$ cat config.mk
export PLATFORM = sky130hd
export DESIGN_NAME = rom_data_server_flat
export DESIGN_NICKNAME = d
export VERILOG_FILES = /design/src/rtl/rom_data_server_pkg.sv /design/src/rtl/rom_data_server_if.sv /design/src/rtl/rom_data_server_rom_table_1p.sv /design/src/rtl/rom_data_server.sv /design/src/flat_wrapper.sv
export SDC_FILE = /design/constraint.sdc
export NUM_CORES = 2
export LEC_CHECK = 0
export BUFFER_PORTS_ARGS = -buffer_cell sky130_fd_sc_hd__buf_4
export CELL_PAD_IN_SITES_DETAIL_PLACEMENT = 2
export CELL_PAD_IN_SITES_GLOBAL_PLACEMENT = 2
export CORE_MARGIN = 5
export CORE_UTILIZATION = 57
export CTS_BUF_LIST = sky130_fd_sc_hd__clkbuf_8
export CTS_CLUSTER_SIZE = 20
export DETAILED_ROUTE_END_ITERATION = 8
export GPL_TIMING_DRIVEN = 1
export PLACE_DENSITY_LB_ADDON = 0.1
export SYNTH_ARGS = -nofsm -noshare
export SYNTH_HDL_FRONTEND = slang
export SYNTH_SLANG_ARGS = --single-unit
$ cat constraint.sdc
create_clock -name clk -period 7.3 [get_ports clk]
set_input_delay 0 -clock clk [delete_from_list [all_inputs] [get_ports clk]]
set_output_delay 0 -clock clk [all_outputs]
set_load 0.01 [all_outputs]
$ cat src/rtl/rom_data_server_pkg.sv
// Shared constants for the ROM data server: default widths, table depths
// and the load/ready state encoding.
package rom_data_server_pkg;

  localparam int AW_DEF  = 8;
  localparam int DW_DEF  = 8;
  localparam int RW_DEF  = 2;
  localparam int CAW_DEF = 2;

  localparam int C_DEPTH = 1 << CAW_DEF;
  localparam int D_DEPTH = 1 << AW_DEF;

  localparam logic [15:0] REQ_CNT_MAX = 16'hFFFF;

  typedef enum logic [1:0] {
    EMPTY = 2'd0,
    LOAD  = 2'd1,
    READY = 2'd2
  } state_t;

endpackage

$ cat src/rtl/rom_data_server_if.sv
// Fetch bus between the data-fetch stage (master) and the ROM data server (slave).
// A request is a one-cycle ce pulse; the matching rsp_valid rises exactly one cycle later.
interface rom_data_server_if #(
  parameter int AW  = 8,
  parameter int DW  = 8,
  parameter int RW  = 2,
  parameter int CAW = 2
);
  logic           ce_rom_C;
  logic [CAW-1:0] addr_rom_C;
  logic           ce_rom_read_and_D;
  logic [AW-1:0]  addr_rom_read_and_D;
  logic [DW-1:0]  data;
  logic [DW-1:0]  d_i;
  logic [RW-1:0]  read_i;
  logic           rsp_valid_C;
  logic           rsp_valid_D;

  modport master (
    output ce_rom_C, addr_rom_C, ce_rom_read_and_D, addr_rom_read_and_D,
    input  data, d_i, read_i, rsp_valid_C, rsp_valid_D
  );

  modport slave (
    input  ce_rom_C, addr_rom_C, ce_rom_read_and_D, addr_rom_read_and_D,
    output data, d_i, read_i, rsp_valid_C, rsp_valid_D
  );
endinterface

$ cat src/rtl/rom_data_server_rom_table_1p.sv
// Single-write / single-read synchronous table. The storage is never reset;
// only the registered read port is, and clr forces it to zero.
module rom_table_1p #(
  parameter int W     = 8,
  parameter int DEPTH = 256
) (
  input  logic                     clk,
  input  logic                     rst_n,
  input  logic                     we,
  input  logic [$clog2(DEPTH)-1:0] waddr,
  input  logic [W-1:0]             wdata,
  input  logic                     re,
  input  logic                     clr,
  input  logic [$clog2(DEPTH)-1:0] raddr,
  output logic [W-1:0]             rdata
);

  logic [W-1:0] mem [DEPTH];

  always_ff @(posedge clk) begin
    if (we) mem[waddr] <= wdata;
  end

  // rdata holds its value when neither re nor clr is asserted
  always_ff @(posedge clk or negedge rst_n) begin
    if (!rst_n) begin
      rdata <= '0;
    end else if (clr) begin
      rdata <= '0;
    end else if (re) begin
      rdata <= mem[raddr];
    end
  end

endmodule

$ cat src/rtl/rom_data_server.sv
// Responder for the fetch stage: C, D and read-base tables, filled through a
// load port before the server goes READY, then read with one-cycle latency.
module rom_data_server
  import rom_data_server_pkg::*;
#(
  parameter int AW  = AW_DEF,
  parameter int DW  = DW_DEF,
  parameter int RW  = RW_DEF,
  parameter int CAW = CAW_DEF
) (
  input  logic              clk,
  input  logic              rst_n,
  input  logic              ld_en,
  input  logic              ld_sel,
  input  logic [AW-1:0]     ld_addr,
  input  logic [DW-1:0]     ld_d,
  input  logic [RW-1:0]     ld_read,
  input  logic              ld_done,
  rom_data_server_if.slave  bus,
  output logic              rsp_err,
  output logic              ld_err,
  output logic              ready,
  output logic [15:0]       req_cnt,
  output state_t            state
);

  localparam int CD = 1 << CAW;
  localparam int DD = 1 << AW;

  logic [DW-1:0] ctab [CD];

  logic serve;
  logic ld_ok;
  logic any_req;

  assign serve   = (state == READY);
  assign ld_ok   = ld_en && !serve;
  assign any_req = bus.ce_rom_C || bus.ce_rom_read_and_D;

  always_ff @(posedge clk or negedge rst_n) begin
    if (!rst_n) begin
      state           <= EMPTY;
      ready           <= 1'b0;
      ld_err          <= 1'b0;
      rsp_err         <= 1'b0;
      bus.rsp_valid_C <= 1'b0;
      bus.rsp_valid_D <= 1'b0;
      bus.data        <= '0;
      req_cnt         <= '0;
      for (int i = 0; i < CD; i++) ctab[i] <= '0;
    end else begin
      ld_err          <= ld_en && serve;
      rsp_err         <= any_req && !serve;
      bus.rsp_valid_C <= bus.ce_rom_C;
      bus.rsp_valid_D <= bus.ce_rom_read_and_D;

      // Requests outside READY still get a strobe so the requester never stalls
      if (bus.ce_rom_C) bus.data <= serve ? ctab[bus.addr_rom_C] : '0;

      if (serve && any_req && (req_cnt != REQ_CNT_MAX)) req_cnt <= req_cnt + 16'd1;

      if (ld_ok && !ld_sel) ctab[ld_addr[CAW-1:0]] <= ld_d;

      case (state)
        EMPTY: begin
          if (ld_en && ld_done) begin
            state <= READY;
            ready <= 1'b1;
          end else if (ld_en) begin
            state <= LOAD;
          end
        end
        LOAD: begin
          if (ld_done) begin
            state <= READY;
            ready <= 1'b1;
          end
        end
        READY: begin
          ready <= 1'b1;
        end
        default: begin
          state <= EMPTY;
          ready <= 1'b0;
        end
      endcase
    end
  end

  rom_table_1p #(.W(DW), .DEPTH(DD)) u_dtab (
    .clk   (clk),
    .rst_n (rst_n),
    .we    (ld_ok && ld_sel),
    .waddr (ld_addr),
    .wdata (ld_d),
    .re    (bus.ce_rom_read_and_D && serve),
    .clr   (bus.ce_rom_read_and_D && !serve),
    .raddr (bus.addr_rom_read_and_D),
    .rdata (bus.d_i)
  );

  rom_table_1p #(.W(RW), .DEPTH(DD)) u_rtab (
    .clk   (clk),
    .rst_n (rst_n),
    .we    (ld_ok && ld_sel),
    .waddr (ld_addr),
    .wdata (ld_read),
    .re    (bus.ce_rom_read_and_D && serve),
    .clr   (bus.ce_rom_read_and_D && !serve),
    .raddr (bus.addr_rom_read_and_D),
    .rdata (bus.read_i)
  );

endmodule

$ cat src/flat_wrapper.sv
// flat-port wrapper written by rule: the top's interface ports become plain ports
module rom_data_server_flat import rom_data_server_pkg::*;
#(
  parameter int AW  = AW_DEF,
  parameter int DW  = DW_DEF,
  parameter int RW  = RW_DEF,
  parameter int CAW = CAW_DEF
)
  (clk, rst_n, ld_en, ld_sel, ld_addr, ld_d, ld_read, ld_done, rsp_err, ld_err, ready, req_cnt, state, bus_ce_rom_C, bus_addr_rom_C, bus_ce_rom_read_and_D, bus_addr_rom_read_and_D, bus_data, bus_d_i, bus_read_i, bus_rsp_valid_C, bus_rsp_valid_D);
  rom_data_server_if #(.AW(AW), .DW(DW), .RW(RW), .CAW(CAW)) bus_i ();
  input  logic clk;
  input  logic rst_n;
  input  logic ld_en;
  input  logic ld_sel;
  input  logic [AW-1:0] ld_addr;
  input  logic [DW-1:0] ld_d;
  input  logic [RW-1:0] ld_read;
  input  logic ld_done;
  output logic rsp_err;
  output logic ld_err;
  output logic ready;
  output logic [15:0] req_cnt;
  output state_t state;
  input wire logic [$bits(bus_i.ce_rom_C)-1:0] bus_ce_rom_C;
  input wire logic [$bits(bus_i.addr_rom_C)-1:0] bus_addr_rom_C;
  input wire logic [$bits(bus_i.ce_rom_read_and_D)-1:0] bus_ce_rom_read_and_D;
  input wire logic [$bits(bus_i.addr_rom_read_and_D)-1:0] bus_addr_rom_read_and_D;
  output wire logic [$bits(bus_i.data)-1:0] bus_data;
  output wire logic [$bits(bus_i.d_i)-1:0] bus_d_i;
  output wire logic [$bits(bus_i.read_i)-1:0] bus_read_i;
  output wire logic [$bits(bus_i.rsp_valid_C)-1:0] bus_rsp_valid_C;
  output wire logic [$bits(bus_i.rsp_valid_D)-1:0] bus_rsp_valid_D;
  assign bus_i.ce_rom_C = bus_ce_rom_C;
  assign bus_i.addr_rom_C = bus_addr_rom_C;
  assign bus_i.ce_rom_read_and_D = bus_ce_rom_read_and_D;
  assign bus_i.addr_rom_read_and_D = bus_addr_rom_read_and_D;
  assign bus_data = bus_i.data;
  assign bus_d_i = bus_i.d_i;
  assign bus_read_i = bus_i.read_i;
  assign bus_rsp_valid_C = bus_i.rsp_valid_C;
  assign bus_rsp_valid_D = bus_i.rsp_valid_D;
  rom_data_server #(.AW(AW), .DW(DW), .RW(RW), .CAW(CAW)) u_core (.clk(clk), .rst_n(rst_n), .ld_en(ld_en), .ld_sel(ld_sel), .ld_addr(ld_addr), .ld_d(ld_d), .ld_read(ld_read), .ld_done(ld_done), .bus(bus_i), .rsp_err(rsp_err), .ld_err(ld_err), .ready(ready), .req_cnt(req_cnt), .state(state));
endmodule
==> results of run 1 <==
==> stage by stage <==
step / setup WS (ns) / hold WS (ns) / instances / cell area [um^2]
floorplan: 4.839 / -0.2956 / 4920 / 102500
global placement: 2.675 / -0.06512 / 7184 / 105500
==> logic make-up after synthesis <==
| group | synth area share |
|---|---|
| buffers and inverters | 0.01830 |
| flip-flops | 0.7677 |
| AO/OA/AOI/OAI | 0.03310 |
| AND/OR/NAND/NOR | 0.02439 |
| multiplexers | 0.1551 |
| adder cells (fa/ha/maj) | 0.0001220 |
| XOR/XNOR | 0.001282 |
==> metrics.csv, run 1 <==
stage,metric,value,unit
logic_synthesis,mapped cell area,102500,um^2
logic_synthesis,ys async rst share,0.02773,
logic_synthesis,Synth Area per Inst,20.84,um^2
logic_synthesis,sequential share of the synthesized area,0.7677,
floorplan,Rows,155,
placed_design,RePlAce Congestion,0.8316,
logic_synthesis,post-synth top area share,0.7499,
run_status,Log Error,[ERROR DPL-0033] detailed placement checks failed during check placement.,
logic_synthesis,Unique masters post-synth,69,
logic_synthesis,"Top FF cell, synth",edfxtp_1,
logic_synthesis,Area contributors post-synth,"edfxtp_1 75%, mux4_2 12%, mux2i_1 3.5%",
floorplan,DIE WIDTH,434.1,um
floorplan,number of I/O pins,76,
placed_design,Port Buf Inserts,75,
run_status,Stop stage,detailed placement,
logic_synthesis,"Net Count, Synth",4956,
floorplan,Initial Util,0.5739,
logic_synthesis,Cells after Synth,4920,
logic_synthesis,largest area contributor in the netlist,edfxtp_1,
logic_synthesis,#FFs+latches synth,2633,
logic_synthesis,most frequent cells after synthesis,"2560 x edfxtp_1, 529 x mux4_2, 355 x mux2i_1, 289 x nor2_1, 140 x o221ai_1",
logic_synthesis,most common cell in the netlist,edfxtp_1,
logic_synthesis,Post-synth EDFFs,2560,
placed_design,dpl hpwl,238800,um
floorplan,die span in y,434.1,um
run_status,status,aborted with a tool error,
logic_synthesis,yosys warns,0,
==> run 2: changes to the inputs <==
--- a/config.mk
+++ b/config.mk
@@ -6,15 +6,11 @@
 export NUM_CORES = 2
 export LEC_CHECK = 0
 export BUFFER_PORTS_ARGS = -buffer_cell sky130_fd_sc_hd__buf_4
-export CELL_PAD_IN_SITES_DETAIL_PLACEMENT = 2
-export CELL_PAD_IN_SITES_GLOBAL_PLACEMENT = 2
 export CORE_MARGIN = 5
-export CORE_UTILIZATION = 57
-export CTS_BUF_LIST = sky130_fd_sc_hd__clkbuf_8
-export CTS_CLUSTER_SIZE = 20
+export CORE_UTILIZATION = 40
 export DETAILED_ROUTE_END_ITERATION = 8
 export GPL_TIMING_DRIVEN = 1
-export PLACE_DENSITY_LB_ADDON = 0.1
+export PLACE_DENSITY_LB_ADDON = 0.15
 export SYNTH_ARGS = -nofsm -noshare
 export SYNTH_HDL_FRONTEND = slang
 export SYNTH_SLANG_ARGS = --single-unit
==> metrics.csv, run 2 <==
stage,metric,value,unit,change
worst_setup_path,worst-path maximum fanout,16,,
placed_design,placed cells,8178,,
finish,nets@finish,5181,,
power,Pwr per Cell Area,281.5,nW/um^2,
clock_tree,worst skew pair latency,0.95,ns,
placed_design,Port Buf Inserts,75,,unchanged
finish,storage element area,78700,um^2,
placed_design,dpl hpwl,171100,um,was 238800 um
floorplan,die area,266500,um^2,
sta,Fin. Hold Viols,0,,
logic_synthesis,mapped cell area,102500,um^2,unchanged
hold_path,min-delay src,bus_addr_rom_read_and_D[4],,
route,drt total wl,287500,um,
placed_design,post-place instance area,106700,um^2,
logic_synthesis,Unique masters post-synth,69,,unchanged
route,Final ANT Viol Nets,0,,
grt,vias in the first global route,50920,,
floorplan,die span in y,516.2,um,was 434.1 um
floorplan,core area,254600,um^2,
logic_synthesis,#FFs+latches synth,2633,,unchanged
sta,Setup Viol. Count Final,0,,
logic_synthesis,sequential share of the synthesized area,0.7677,,unchanged
hold_path,Hold Crit Class,in -> reg,,
sta,setup ws final,3.063,ns,
clock_tree,clock-pin slew on the worst setup and hold paths,0.06,ns,
placed_design,RePlAce Congestion,0.8231,,was 0.8316
finish,Largest register FFs,2048,,
finish,Filler Cell Count,21480,,
logic_synthesis,most common cell in the netlist,edfxtp_1,,unchanged
clock_tree,Num CTS Buffers,294,,
finish,Largest regs,"u_core.u_dtab.mem x2048, u_core.u_rtab.mem x512, u_core.ctab x32",,
sta,final worst clock skew,0.05307,ns,
grt,initial antenna violation count,28,,
route,drt drc,0,,
clock_tree,clock tree sinks,2633,,
power,Worst VDD drop,174.5,uV,
logic_synthesis,yosys warns,0,,unchanged
sta,TNS Setup,0,ns,
run,MaxCap Viol Count,0,,
logic_synthesis,largest area contributor in the netlist,edfxtp_1,,unchanged
power,Tot Pwr,32.58,mW,
sta,period utilisation layout,0.5804,,
finish,Area Growth Syn to Fin,12.90,%,
worst_setup_path,reg-to-reg critical path startpoint,u_core.state[0],,
run_status,status,finished clean,,was aborted with a tool error
grt,gr ovfl total,0,,
finish,Biggest register,u_core.u_dtab.mem,,
grt,Global Route Usage Sum,0.2140,,
worst_setup_path,reg2reg path depth,6,,
sta,maximum clock rate,236.0,MHz,
floorplan,Rows,185,,was 155
logic_synthesis,"Top FF cell, synth",edfxtp_1,,unchanged
worst_setup_path,Worst setup EP type,flop,,
logic_synthesis,Post-synth EDFFs,2560,,unchanged
worst_setup_path,Worst R2R End,u_core.u_dtab.mem[216][7],,
sta,setup repair after global routing missed its margin,false,,
route,post-DR vias/cell,5.840,,
floorplan,DIE WIDTH,516.2,um,was 434.1 um
worst_setup_path,kind of critical path,reg -> reg,,
sta,Final Max Tran Viols,0,,
finish,area of the multi-input gates,22000,um^2,
finish,share of cells above drive strength 1,0.2124,,
logic_synthesis,post-synth top area share,0.7499,,unchanged
route,vias,50900,,
finish,"most common cell after layout, fill and taps aside",edfxtp_1,,
route,initial DRC count,5890,,
worst_setup_path,internal reg-to-reg setup slack,3.06,ns,
grt,first-pass GRT wire length,403600,um,
worst_setup_path,startpoint types,flop,,
logic_synthesis,Cells after Synth,4920,,unchanged
sta,fin crit period,4.237,ns,
route,drt wl/cell,32.99,um,
logic_synthesis,Area contributors post-synth,"edfxtp_1 75%, mux4_2 12%, mux2i_1 3.5%",,unchanged
clock_tree,root buffer cell,clkbuf_16,,
clock_tree,clk buf depth,4,,
hold_path,hold depth,6,,
placed_design,Place WS,3.088,ns,
worst_setup_path,CP required,7.85,ns,
clock_tree,CTS tree,built,,
grt,pin count of the biggest net entering global routing,165,,
floorplan,Initial Util,0.4026,,was 0.5739
logic_synthesis,most frequent cells after synthesis,"2560 x edfxtp_1, 529 x mux4_2, 355 x mux2i_1, 289 x nor2_1, 140 x o221ai_1",,unchanged
finish,Finished Layout Cells,8715,,
hold_path,hold endpoint,u_core.u_dtab.rdata[0],,
logic_synthesis,Synth Area per Inst,20.84,um^2,unchanged
power,Leak,36.46,nW,
finish,"Design Area, Final",115700,um^2,
logic_synthesis,ys async rst share,0.02773,,unchanged
worst_setup_path,crit path DAT,4.78,ns,
sta,worst-margin pin slew,1.251,ns,
route,drt pass-1 iters,7,,
clock_tree,H-tree Lvls,5,,
finish,most frequent cells in the layout,"2560 x edfxtp_1, 529 x mux4_2, 355 x mux2i_1",,
logic_synthesis,"Net Count, Synth",4956,,unchanged
floorplan,number of I/O pins,76,,unchanged
sta,Relative slew margins,0.1662,,
[run 2: final cells by class]
cell class | count | area share
Timing Repair Buffer | 216 | 0.01808
Clock buffer | 350 | 0.06594
Inverter | 13 | 0.0005081
Multi-Input combinational cell | 1987 | 0.1901
Antenna cell | 10 | 0.0002162
Sequential cell | 2633 | 0.6801
Tap cell | 3366 | 0.03639
Clock inverter | 140 | 0.008693
[run 2: worst max path at each step]
stage	from	to	depth (start not counted)
floorplan	u_core.state[0]	u_core.u_dtab.mem[198][0]	6
global placement	bus_addr_rom_read_and_D[0]	u_core.u_rtab.rdata[0]	9
detailed placement	u_core.state[0]	u_core.u_dtab.mem[215][2]	6
CTS	u_core.state[1]	u_core.u_rtab.mem[96][1]	6
global route	u_core.state[1]	u_core.u_dtab.mem[216][7]	6
finish	u_core.state[0]	u_core.u_dtab.mem[216][7]	6
[run 2: stage by stage]
stage	util	hold WS [ns]
floorplan	-	-0.2956
global placement	0.4189	-0.04067
detailed placement	0.4190	-0.03152
CTS	0.4544	0.007022
global route	0.4544	0.09520
finish	0.4545	0.08497
[run 2: logic make-up (layout without fill, tap and decap cells)]
kind of cell | Yosys count | after routing | share of synthesized area
buf+inv | 300 | 719 | 0.01830
simple gates | 565 | 565 | 0.02439
flops | 2633 | 2633 | 0.7677
other cells | 0 | 10 | 0
xor+xnor | 15 | 15 | 0.001282
mux | 922 | 922 | 0.1551
compound gates | 484 | 484 | 0.03310
fa+ha+maj | 1 | 1 | 0.0001220
[run 2: worst max-delay path, stage by stage, from the launching register on]
cell,delay (ns)
dfrtp_1,0.40
nand2b_1,0.25
and3_1,0.35
nand2_1,0.11
nor2_1,0.71
nand3_1,0.90
nor2_1,1.12
[run 2: timing repair]
item                                    CTS  global route
setup buffers                             0             0
hold buffers                             37             0
endpoints found under the hold margin  1185             0
resized for setup                         0             0
[run 2: layer usage]
layer | share of wire | up-vias | global-route usage | wire (um)
met1 | 0.43 | 27530 | 0.3076 | 123300
met2 | 0.48 | 1914 | 0.3409 | 138300
met5 | 0.000045 | - | 0 | 13
met4 | 0.025 | 2 | 0.05776 | 7310
met3 | 0.065 | 407 | 0.03599 | 18560
li1 | - | 21050 | - | -
[run 2: power by group]
group | internal, mW | leakage, nW | switching (mW)
Combinational | 0.744 | 8.32 | 1.32
Clock | 7.86 | 4.22 | 5.77
Sequential | 16.7 | 23.9 | 0.140
No activity file was read; power rests on OpenSTA's default activity.
